<file path="config.mk">
export PLATFORM = sky130hd
export DESIGN_NAME = cdc_2phase_dst_rx
export DESIGN_NICKNAME = d
export VERILOG_FILES = /design/src/rtl/cdc_2phase_pkg.sv /design/src/rtl/cdc_2phase_sync.sv /design/src/rtl/cdc_2phase_dst_rx.sv
export SDC_FILE = /design/constraint.sdc
export NUM_CORES = 1
export LEC_CHECK = 0
export CAP_MARGIN = 5
export CORE_AREA = 8 8 45 47
export CTS_CLUSTER_DIAMETER = 50
export DETAILED_ROUTE_END_ITERATION = 10
export DIE_AREA = 0 0 53 55
export SYNTH_ARGS = -nofsm -noshare
export SYNTH_HDL_FRONTEND = slang
export SYNTH_HIERARCHICAL = 1
export SYNTH_SLANG_ARGS = --single-unit
</file>
<file path="constraint.sdc">
create_clock -name dst_clk_i -period 2.1 [get_ports dst_clk_i]
set_input_delay 0.21 -clock dst_clk_i [delete_from_list [all_inputs] [get_ports dst_clk_i]]
set_output_delay 0.21 -clock dst_clk_i [all_outputs]
set_load 0.02 [all_outputs]
</file>
<file path="src/rtl/cdc_2phase_pkg.sv">
// cdc_2phase_pkg: shared defaults and counter type for the 2-phase CDC blocks
package cdc_2phase_pkg;
  localparam int DefaultSyncStages = 2;
  localparam int DefaultCntWidth = 16;
  typedef logic [DefaultCntWidth-1:0] cnt_t;
endpackage

</file>
<file path="src/rtl/cdc_2phase_sync.sv">
// cdc_2phase_sync: N-stage bit synchronizer with synchronous active-low reset to 0
module cdc_2phase_sync #(
  parameter int N = 2
) (
  input  logic clk_i,
  input  logic rst_ni,
  input  logic d_i,
  output logic q_o
);
  logic [N-1:0] sync_q, sync_d;
  always_comb sync_d = {sync_q[N-2:0], d_i};
  always_ff @(posedge clk_i) sync_q <= !rst_ni ? '0 : sync_d;
  assign q_o = sync_q[N-1];
endmodule

</file>
<file path="src/rtl/cdc_2phase_dst_rx.sv">
// cdc_2phase_dst_rx: 2-phase CDC receiver to valid/ready stream; CDC_2PHASE_DST_RX_STATS_EN adds xfer/drop counters
module cdc_2phase_dst_rx
  import cdc_2phase_pkg::*;
#(
  parameter type T = logic,
  parameter int SyncStages = DefaultSyncStages,
  parameter int CntWidth = DefaultCntWidth
) (
  input  logic dst_clk_i,
  input  logic dst_rst_ni,
  input  logic dst_clr_i,
  input  logic async_req_i,
  input  T     async_data_i,
  output logic async_ack_o,
  output T     dst_data_o,
  output logic dst_valid_o,
  input  logic dst_ready_i
`ifdef CDC_2PHASE_DST_RX_STATS_EN
  ,
  output logic [CntWidth-1:0] xfer_cnt_o,
  output logic [CntWidth-1:0] drop_cnt_o
`endif
);
  logic req_s, pending, capture;
  logic ack_q, ack_d, valid_q, valid_d;
  T data_q, data_d;
  cdc_2phase_sync #(.N(SyncStages)) u_req_sync (
    .clk_i (dst_clk_i),
    .rst_ni(dst_rst_ni),
    .d_i   (async_req_i),
    .q_o   (req_s)
  );
  always_comb begin
    pending = req_s ^ ack_q;
    capture = pending && (!valid_q || dst_ready_i) && !dst_clr_i;
    ack_d   = dst_clr_i ? req_s : (capture ? ~ack_q : ack_q);
    valid_d = dst_clr_i ? 1'b0 : capture ? 1'b1 : (valid_q && dst_ready_i) ? 1'b0 : valid_q;
    data_d  = capture ? async_data_i : data_q;
  end
  always_ff @(posedge dst_clk_i) begin
    ack_q   <= !dst_rst_ni ? 1'b0 : ack_d;
    valid_q <= !dst_rst_ni ? 1'b0 : valid_d;
    data_q  <= !dst_rst_ni ? '0 : data_d;
  end
  assign async_ack_o = ack_q;
  assign dst_valid_o = valid_q;
  assign dst_data_o  = data_q;
`ifdef CDC_2PHASE_DST_RX_STATS_EN
  logic [CntWidth-1:0] xfer_q, xfer_d, drop_q, drop_d;
  always_comb begin
    xfer_d = xfer_q + CntWidth'(valid_q && dst_ready_i);
    drop_d = drop_q + CntWidth'(dst_clr_i && valid_q) + CntWidth'(dst_clr_i && pending);
  end
  always_ff @(posedge dst_clk_i) begin
    xfer_q <= !dst_rst_ni ? '0 : xfer_d;
    drop_q <= !dst_rst_ni ? '0 : drop_d;
  end
  assign xfer_cnt_o = xfer_q;
  assign drop_cnt_o = drop_q;
`endif
endmodule

</file>
# Word-level counts from Yosys, hierarchy flattened
# Cells that the tools add are included.
[totals]
regBits = 5
in_bits = 6
wordCells = 20
[op_classes]
reduce_logical = 9
bitwise_logic = 3
mux = 4
[op_table]
columns = ["operator", "n"]
rows = [
  ["$mux 1", 4],
  ["$reduce_bool 2->1", 2],
  ["$logic_and 1x1->1", 3],
  ["$logic_not 1->1", 2],
  ["$not 1->1", 2],
  ["$reduce_or 2->1", 1],
  ["$logic_or 1x1->1", 1],
  ["$xor 1x1->1", 1],
]

# Logic depth before layout (Yosys ltp)
# Gate-level depths: netlist (run 1).
[logic_depth]
word_depth = 6
ltp_mapped = 3

# Modules after synthesis
# Netlist (run 1), hierarchy kept.
[modules_own_cells]
columns = ["mod", "cells_per_inst", "instances", "area_each_um2"]
rows = [
  ["cdc_2phase_dst_rx", 14, 1, 148.9],
  ["cdc_2phase_sync", 4, 1, 52.6],
]

# Least setup slack after synthesis (run 1)
# OpenSTA, ideal clock, no wires.
[synth_path]
path_kind = "reg2reg"
startpoint = "register ack_q, in the netlist async_ack_o"
endpoint = "register data_q, in the netlist dst_data_o"
stages_incl_launch_ff = 4
t_required_ns = 2.028
arrival_ns = 0.992
path_buffers = 0
setup_slack_ns = 1.036
cell_sequence = "dfxtp_1 xor2_1 nor3b_2 mux2i_1"
[synth_between]
elab_chain_cells = 3
[synth_rtl]
columns = ["item", "line", "rtl"]
rows = [
  ["from (decl)", "cdc_2phase_dst_rx.sv:25", "logic ack_q, ack_d, valid_q, valid_d;"],
  ["from (signal assigned)", "cdc_2phase_dst_rx.sv:41", "ack_q <= !dst_rst_ni ? 1'b0 : ack_d;"],
  ["$xor 1x1->1", "cdc_2phase_dst_rx.sv:34", "pending = req_s ^ ack_q;"],
  ["$logic_and 1x1->1 (2 in a row)", "cdc_2phase_dst_rx.sv:35", "capture = pending && (!valid_q || dst_ready_i) && !dst_clr_i;"],
  ["to (signal assigned)", "cdc_2phase_dst_rx.sv:43", "data_q <= !dst_rst_ni ? '0 : data_d;"],
  ["to (decl)", "cdc_2phase_dst_rx.sv:26", "T data_q, data_d;"],
]
# Every way passes these cells.
# A chain may end at the register's enable or synchronous reset.

# Worst setup path after layout (run 1)
[layout_path]
startpoint = "register ack_q, in the netlist async_ack_o"
endpoint = "output async_ack_o"
[layout_lines]
columns = ["item", "line", "rtl"]
rows = [
  ["to (decl)", "cdc_2phase_dst_rx.sv:14", "output logic async_ack_o,"],
]
# No word-level cell between the ends.

==> results of run 1 <==
==> layer usage <==
metal | global-route usage (%) | vias to the layer above | routed length, um
li1 | - | 83 | -
met1 | 3.35 | 69 | 189
met2 | 2.93 | 8 | 144
met3 | 2.94 | 0 | 63
met4 | 3.88 | 0 | 0
met5 | 0 | - | 0
==> cell families after synthesis <==
group                     count (synthesis)
and+or+nand+nor                          10
muxes                                     2
xor gates and xnor gates                  1
DFF                                       5
==> per-stage QoR <==
| stage | setup slack (ns) | utilization [%] | instances | power, mW | hold slack, ns |
|---|---|---|---|---|---|
| finish | 0.684 | 23.7 | 46 | 0.236 | 0.443 |
| global route | 0.640 | 23.7 | 46 | 0.254 | 0.472 |
| CTS | 0.663 | 23.7 | 46 | 0.242 | 0.436 |
| detailed placement | 0.726 | 21.8 | 42 | 0.128 | 0.426 |
| global placement | 0.760 | 21.8 | 42 | 0.127 | 0.415 |
| floorplan | 1.04 | - | 18 | 0.112 | 0.286 |
==> layout make-up <==
| cell class | count | area (um2) |
|---|---|---|
| clock buffer | 4 | 26.3 |
| fill | 161 | 1060 |
| multi-input combinational | 13 | 101 |
| sequential | 5 | 100 |
| tap | 16 | 20.0 |
| timing repair buffer | 8 | 80.1 |
==> power by group through the flow <==
stage / clock (mW) / combinational, mW / sequential (mW)
after detailed placement: 0 / 0.0254 / 0.102
after CTS: 0.116 / 0.0254 / 0.100
after global placement: 0 / 0.0250 / 0.102
after floorplan: 0 / 0.00744 / 0.104
after global routing: 0.126 / 0.0269 / 0.101
final: 0.110 / 0.0251 / 0.101
==> cells in the mapped netlist <==
| cell | count | area share (%) |
|---|---|---|
| nor2_1 | 1 | 1.9 |
| dfxtp_1 | 5 | 50 |
| xor2_1 | 1 | 4.3 |
| nor2b_1 | 1 | 3.1 |
| and2_1 | 2 | 6.2 |
| nor3b_1 | 1 | 3.7 |
| nand2_1 | 2 | 3.7 |
| nor3b_2 | 2 | 12 |
| and2b_4 | 1 | 5.0 |
| mux2i_1 | 2 | 9.9 |
==> how the worst max path moves through the flow <==
stage / depth (start not counted) / startpoint / end / slack, ns
final: 1 / async_ack_o$_SDFFE_PN0P_ / async_ack_o / 0.68
after global routing: 1 / async_ack_o$_SDFFE_PN0P_ / async_ack_o / 0.64
after CTS: 1 / async_ack_o$_SDFFE_PN0P_ / async_ack_o / 0.66
after detailed placement: 4 / dst_ready_i / dst_data_o$_SDFFE_PN0P_ / 0.73
after global placement: 4 / dst_ready_i / dst_data_o$_SDFFE_PN0P_ / 0.76
after floorplan: 3 / async_ack_o$_SDFFE_PN0P_ / dst_data_o$_SDFFE_PN0P_ / 1.04
==> sequential cells by signal, summed over array words and instances (netlist names) <==
signal	flops
dst_data_o	1
async_ack_o	1
dst_valid_o	1
u_req_sync/sync_q	2
==> layout by cell type, fill, tap and decap left out <==
master,instances
and2_1,2
and2b_4,1
clkbuf_1,1
clkbuf_4,3
clkdlybuf4s50_1,8
dfxtp_1,5
mux2i_1,2
nand2_1,2
nor2_1,1
nor2b_1,1
nor3b_1,1
nor3b_2,2
xor2_1,1
==> results.cfg, run 1 <==
[cts]
cts_resized = 0
clockBufferDepth = 2
cts_setup_buffers = 0
root_buffer = clkbuf_4
cts_hold_buf = 0
cts_buffers = 3
insertion_delay_ns = 0.24
h-tree-depth = 1
clkSinkCount = 5
path_clk_slew_ns = 0.04
cts_tree = yes

[synthesis]
synthCells = 18
synth-xor-area-share_pct = 4.35
synth-adder-area-share_pct = 0
yosys_warnings = 6
synth_compound_area_share_pct = 0
synth.distinct_cells = 10
syn-num-nets = 24
synthesis.area_um2 = 201
avgSynthCellArea_um2 = 11.2
ys_seq_area_share_pct = 49.7
synthMuxAreaShare_pct = 9.94
ys_ff_latch = 5
synth_top_family_by_area = simple AND/OR/NAND/NOR gates
synth-simple-area-share_pct = 36.0

[timing]
finClkSkew_ns = 0.000475
fin_crit_sh_pct = 67.4
hold_viol_final = 0
fin_tns_setup_ns = 0
fmax_mhz = 706
timing.final.crit_period_ns = 1.42
worstMarginPinSlew_ns = 0.217
maxSlewViolCount = 0
slew_headroom_pct = 85.5
grt_setup_unrepaired = no
setup_viol = 0

[pwr]
p_leak_nw = 0.120
clock_power_share_pct = 46.7
p_comb_share_pct = 10.7
ir_worst_vdd_uv = 241
sw_frac_of_total_pct = 20.8
p_sw_mw = 0.0490
pwr-share-seq_pct = 42.6
internal_power_mw = 0.187
powerDensity_mw_per_mm2 = 719

[grt]
grt_start_max_net_pins = 7
grt_pass1_vias = 165
antenna_found_initial = 0
grtUsageTotal_pct = 3.12
grt_overflow = 0
grt_pass1_wl_um = 593

[placed_design]
placed_cell_area_um2 = 302
port_buffers = 8
place_congestion = 0.591
hpwlAfterDp_um = 306

[worst_hold_path]
min_to = u_req_sync/sync_q[1]$_SDFF_PN0_
holdCritStartpoint = u_req_sync/sync_q[0]$_SDFF_PN0_
hold-path-cell-count = 1
hold_class = reg2reg

[critical_path]
critPathLaunchType = flop
cp_max_fo = 3
r2r_cells = 3
reg2reg_slack_ns = 1.07
r2r_end = dst_data_o$_SDFFE_PN0P_
crit_required_ns = 1.89
path_cells = clkdlybuf4s50_1
cp.arrival_ns = 1.21
crit_family = buffers and inverters
max_stage_delay_ns = 0.62
timing.rr.start = async_ack_o$_SDFFE_PN0P_
cp_slowest_cell = clkdlybuf4s50_1
cp.buffers_inverters = 1
end_kind = primary output
crit_type = reg2out

[final_layout]
num_antenna_cells = 0
syn2layout_area_growth_pct = 62.7
drive_gt1_share_pct = 20.0
nets = 37
stdcell_area_um2 = 328

[die]
start_util_pct = 14.6
die_h_um = 55
dieArea_mm2 = 0.00292
num_io_pins = 9
die_w_um = 53
placementRows = 14
design.core.area_mm2 = 0.00138

[route]
dr.pass1.iters = 2
dr_total_vias = 160
vias_per_cell = 3.48
drt_iter0_drc = 1
drt_wl_total_um = 397
drc = 0
wire_per_inst_um = 8.63
postRouteAntennaNets = 0

[outcome]
outcome = finished clean

[flow_run]
timing.max_cap.violations = 0
No activity file was read; power rests on OpenSTA's default activity.
==> inputs of run 2 (changes only) <==
==> constraint.sdc (replaced) <==
create_clock -name dst_clk_i -period 1.3 [get_ports dst_clk_i]
set_input_delay 0.13 -clock dst_clk_i [delete_from_list [all_inputs] [get_ports dst_clk_i]]
set_output_delay 0.13 -clock dst_clk_i [all_outputs]
set_load 0.02 [all_outputs]
==> run 2 against run 1 <==
  * Final area is 1.1% higher
  * Combinational power is 61% higher
  * Power is 62% higher
  * Setup slack worse by 0.45 ns
  * Clock-buffer cell count stayed put
==> results.cfg, run 2 (same netlist as run 1, synthesis figures left out) <==
[grt]
antenna_found_initial = 0
grtUsageTotal_pct = 3.28
grt_pass1_wl_um = 600
grt_start_max_net_pins = 7
grt_overflow = 0
grt_pass1_vias = 165

[critical_path]
timing.rr.start = async_ack_o$_SDFFE_PN0P_
critPathLaunchType = flop
crit_type = reg2out
crit_family = flip-flops
crit_required_ns = 1.17
r2r_end = dst_data_o$_SDFFE_PN0P_
cp.buffers_inverters = 1
path_cells = dlygate4sd2_1
crit_path_start = async_ack_o$_SDFFE_PN0P_
cp_slowest_cell = dfxtp_1
max_stage_delay_ns = 0.35
end_kind = primary output
cp_max_fo = 3
crit_cells = 1
cp.arrival_ns = 0.94
cp-endpoint = async_ack_o
reg2reg_slack_ns = 0.30
r2r_cells = 3

[cts]
insertion_delay_ns = 0.24
path_clk_slew_ns = 0.04
cts_setup_buffers = 0
root_buffer = clkbuf_4
clkSinkCount = 5
cts_tree = yes
clockBufferDepth = 2
h-tree-depth = 1
cts_buffers = 3
cts_hold_buf = 0

[outcome]
outcome = finished clean

[placed_design]
dpl_worst_slack_ns = 0.0497
dp.cells = 43
port_buffers = 8
place_congestion = 0.577

[final_layout]
stdcell_count = 47
nets = 38
largest_register = u_req_sync/sync_q
drive_gt1_share_pct = 22.6
largest_reg_flops = 2
syn2layout_area_growth_pct = 64.6
mostFrequentLayoutCells = dfxtp_1 (5), clkdlybuf4s50_1 (5), clkbuf_4 (3), dlygate4sd2_1 (3)
num_antenna_cells = 0

[pwr]
clock_power_share_pct = 46.9
p_sw_mw = 0.0808
p_comb_share_pct = 10.6
pwr-share-seq_pct = 42.5
powerDensity_mw_per_mm2 = 1150
sw_frac_of_total_pct = 21.1
power.total_mw = 0.382
p_leak_nw = 0.139
ir_worst_vdd_uv = 436
internal_power_mw = 0.302

[timing]
fmax_mhz = 935
post-route-worst-setup-slack_ns = 0.231
grt_setup_unrepaired = no
hold_viol_final = 0
setup_viol = 0
fin_crit_sh_pct = 82.2
slew_headroom_pct = 85.8
worstMarginPinSlew_ns = 0.214
fin_tns_setup_ns = 0
finClkSkew_ns = 0.000808
maxSlewViolCount = 0
timing.final.crit_period_ns = 1.07

[route]
dr_total_vias = 161
vias_per_cell = 3.43
postRouteAntennaNets = 0
wire_per_inst_um = 8.38
drt_iter0_drc = 2
dr.pass1.iters = 2
drc = 0
drt_wl_total_um = 394

[die]
start_util_pct = 14.6
dieArea_mm2 = 0.00292
num_io_pins = 9
design.core.area_mm2 = 0.00138
die_h_um = 55
placementRows = 14
die_w_um = 53

[flow_run]
timing.max_cap.violations = 0

[worst_hold_path]
hold_class = reg2reg
## run 2: changes by cell type in the layout (fill, tap and decap cells not counted)
cell,change
buf_4,+1
dlygate4sd2_1,+3
clkdlybuf4s50_1,-3
## run 2: worst min-delay path by stage
stage	start	end	slack [ns]	cells after the start
6_report	u_req_sync/sync_q[0]$_SDFF_PN0_	u_req_sync/sync_q[1]$_SDFF_PN0_	0.43	1
5_1_grt	async_req_i	u_req_sync/sync_q[0]$_SDFF_PN0_	0.46	2
4_1_cts	async_data_i	dst_data_o$_SDFFE_PN0P_	0.43	3
3_5_place_dp	u_req_sync/sync_q[0]$_SDFF_PN0_	u_req_sync/sync_q[1]$_SDFF_PN0_	0.43	1
3_3_place_gp	u_req_sync/sync_q[0]$_SDFF_PN0_	u_req_sync/sync_q[1]$_SDFF_PN0_	0.41	1
2_1_floorplan	dst_clr_i	dst_valid_o$_SDFFE_PP0P_	0.21	1
## run 2: metrics by stage
stage	util (%)	cell area, um2	hold WS [ns]
finish	24.0	332	0.435
global route	24.0	332	0.461
CTS	24.0	332	0.432
detailed placement	22.3	309	0.425
global placement	22.3	309	0.414
floorplan	-	201	0.206
## run 2: repair_timing
action                     CTS  global route
hold endpoints to repair     0             0
gates resized for setup      3             0
setup endpoints to repair    3             0
## run 2: area by class of cell
| cell class | instances | area [um2] |
|---|---|---|
| Sequential cell | 5 | 100 |
| Fill cell | 154 | 1050 |
| Clock buffer | 4 | 26.3 |
| Timing Repair Buffer | 9 | 83.8 |
| Tap cell | 16 | 20.0 |
| Multi-Input combinational cell | 13 | 101 |
## run 2: metal layers
metal / vias up / routed length (um) / global-route usage [%]
met3: 2 / 57 / 2.14
met5: - / 0 / 0
met1: 64 / 187 / 3.20
li1: 85 / - / -
met2: 10 / 130 / 3.13
met4: 0 / 19 / 6.47
## run 2: power groups by stage
stage	logic, mW	registers, mW	clock network, mW
after floorplan	0.0120	0.168	0
after global placement	0.0426	0.165	0
after detailed placement	0.0427	0.165	0
after CTS	0.0410	0.162	0.190
after global routing	0.0437	0.163	0.205
final	0.0405	0.162	0.179
==> inputs of run 3 (changes only) <==
==> constraint.sdc (replaced) <==
create_clock -name dst_clk_i -period 0.9 [get_ports dst_clk_i]
set_input_delay 0.09 -clock dst_clk_i [delete_from_list [all_inputs] [get_ports dst_clk_i]]
set_output_delay 0.09 -clock dst_clk_i [all_outputs]
set_load 0.02 [all_outputs]
==> run 3 against run 2 <==
  * The flow now finishes with violations (negative setup slack)
  * Global-route usage up 0.49 points
  * Critical path depth is 2 higher
  * Via count up 3.1%
  * Sequential share of layout area is essentially flat
  * Utilization is 2.1 points higher
  * Routed wire length up 9.4%
  * Register-to-register slack got worse by 0.36 ns
  * Clock skew increased by 0.0029 ns
  * Power rose by 47%
  * Die area is the same
  * Largest cell class unchanged
==> results.cfg, run 3 (same netlist as run 1, synthesis figures left out) <==
[critical_path]
reg2reg_slack_ns = -0.06
cp_slowest_cell = dfxtp_4
path_cells = xor2_2 > nor3b_4 > mux2i_1
crit_family = flip-flops
cp.arrival_ns = 1.14
timing.rr.start = async_ack_o$_SDFFE_PN0P_
crit_required_ns = 1.08
crit_type = reg2reg
end_kind = flop
cp.buffers_inverters = 0
critPathLaunchType = flop
r2r_cells = 3
r2r_end = dst_data_o$_SDFFE_PN0P_
max_stage_delay_ns = 0.35
cp_max_fo = 3

[grt]
antenna_found_initial = 0
grt_pass1_vias = 175
grt_start_max_net_pins = 7
grt_overflow = 0
grt_pass1_wl_um = 703
grtUsageTotal_pct = 3.77

[die]
die_h_um = 55
start_util_pct = 14.6
num_io_pins = 9
dieArea_mm2 = 0.00292
design.core.area_mm2 = 0.00138
placementRows = 14
die_w_um = 53

[flow_run]
timing.max_cap.violations = 0

[timing]
hold_viol_final = 0
finClkSkew_ns = 0.00370
fmax_mhz = 1040
maxSlewViolCount = 0
worstMarginPinSlew_ns = 0.234
slew_headroom_pct = 84.4
fin_crit_sh_pct = 107
grt_setup_unrepaired = yes
post-route-worst-setup-slack_ns = -0.0614
setup_viol = 3
timing.final.crit_period_ns = 0.961

[cts]
insertion_delay_ns = 0.24
path_clk_slew_ns = 0.05
cts_tree = yes
root_buffer = clkbuf_4
cts_setup_buffers = 0
h-tree-depth = 1
clkSinkCount = 5
cts_buffers = 3
clockBufferDepth = 2

[final_layout]
nets = 39
mostFrequentLayoutCells = clkbuf_4 (3), clkdlybuf4s50_1 (3), buf_2 (3)
num_antenna_cells = 0
stdcell_count = 48
largest_reg_flops = 2
utilization_pct = 26.0
fillers = 153
syn2layout_area_growth_pct = 78.9
drive_gt1_share_pct = 50.0
largest_register = u_req_sync/sync_q

[route]
dr_total_vias = 166
wire_per_inst_um = 8.98
drt_iter0_drc = 0
drc = 0
drt_wl_total_um = 431
dr.pass1.iters = 1
postRouteAntennaNets = 0
vias_per_cell = 3.46

[pwr]
powerDensity_mw_per_mm2 = 1560
p_leak_nw = 0.147
ir_worst_vdd_uv = 479

[outcome]
outcome = finished, violations left
violations = negative setup slack

[placed_design]
dp.cells = 44
place_congestion = 0.620
dpl_worst_slack_ns = -0.330
port_buffers = 8
hpwlAfterDp_um = 316

[worst_hold_path]
hold-path-cell-count = 2
holdCritStartpoint = dst_clr_i
hold_class = in2reg
min_to = dst_valid_o$_SDFFE_PP0P_
-- run 3: layer usage --
metal  up-vias  wire, um  track usage [%]  share of wire (%)
li1         85         -                -                  -
met1        71       223             3.79                 52
met2        10       156             4.10                 36
met3         0        52             3.74                 12
met4         0         0             3.88                  0
met5         -         0                0                  0
-- run 3: area by class of cell --
| class | instances | area [um2] | area share [%] |
|---|---|---|---|
| tap | 16 | 20.0 | 5.56 |
| timing repair buffer | 10 | 81.3 | 22.6 |
| multi-input combinational | 13 | 124 | 34.4 |
| clock buffer | 4 | 26.3 | 7.29 |
| sequential | 5 | 109 | 30.2 |
-- run 3: worst max-delay path by stage --
stage                                        start                        to  slack (ns)  cells past startpoint
final                     async_ack_o$_SDFFE_PN0P_   dst_data_o$_SDFFE_PN0P_       -0.06                      3
after global routing      async_ack_o$_SDFFE_PN0P_   dst_data_o$_SDFFE_PN0P_       -0.17                      3
after CTS                 async_ack_o$_SDFFE_PN0P_   dst_data_o$_SDFFE_PN0P_       -0.09                      3
after detailed placement               dst_ready_i  async_ack_o$_SDFFE_PN0P_       -0.33                      5
after global placement                 dst_ready_i  async_ack_o$_SDFFE_PN0P_       -0.30                      5
after floorplan           async_ack_o$_SDFFE_PN0P_   dst_data_o$_SDFFE_PN0P_       -0.06                      3
-- run 3: worst register-to-register path: stages (launching register included) --
cell     delay (ns)
dfxtp_4        0.35
xor2_2         0.16
nor3b_4        0.21
mux2i_1        0.18
-- run 3: power by group --
part,switching [mW],internal (mW)
combinational,0.0259,0.0423
sequential,0.00499,0.227
clock,0.0943,0.168
-- run 3: metrics by stage --
step,hold WS (ns),setup TNS [ns],area (um2),total power [mW]
final,0.288,-0.0634,360,0.562
after global routing,0.311,-0.302,360,0.602
after CTS,0.250,-0.162,350,0.576
after detailed placement,0.420,-1.12,324,0.301
after global placement,0.415,-1.08,324,0.300
after floorplan,0.156,-0.0575,209,0.256
-- run 3: repair_timing --
action / CTS / global route
hold buffers: 0 / 0
gates resized for setup: 16 / 4
pin swaps: 1 / 2
endpoints found under the setup margin: 6 / 4
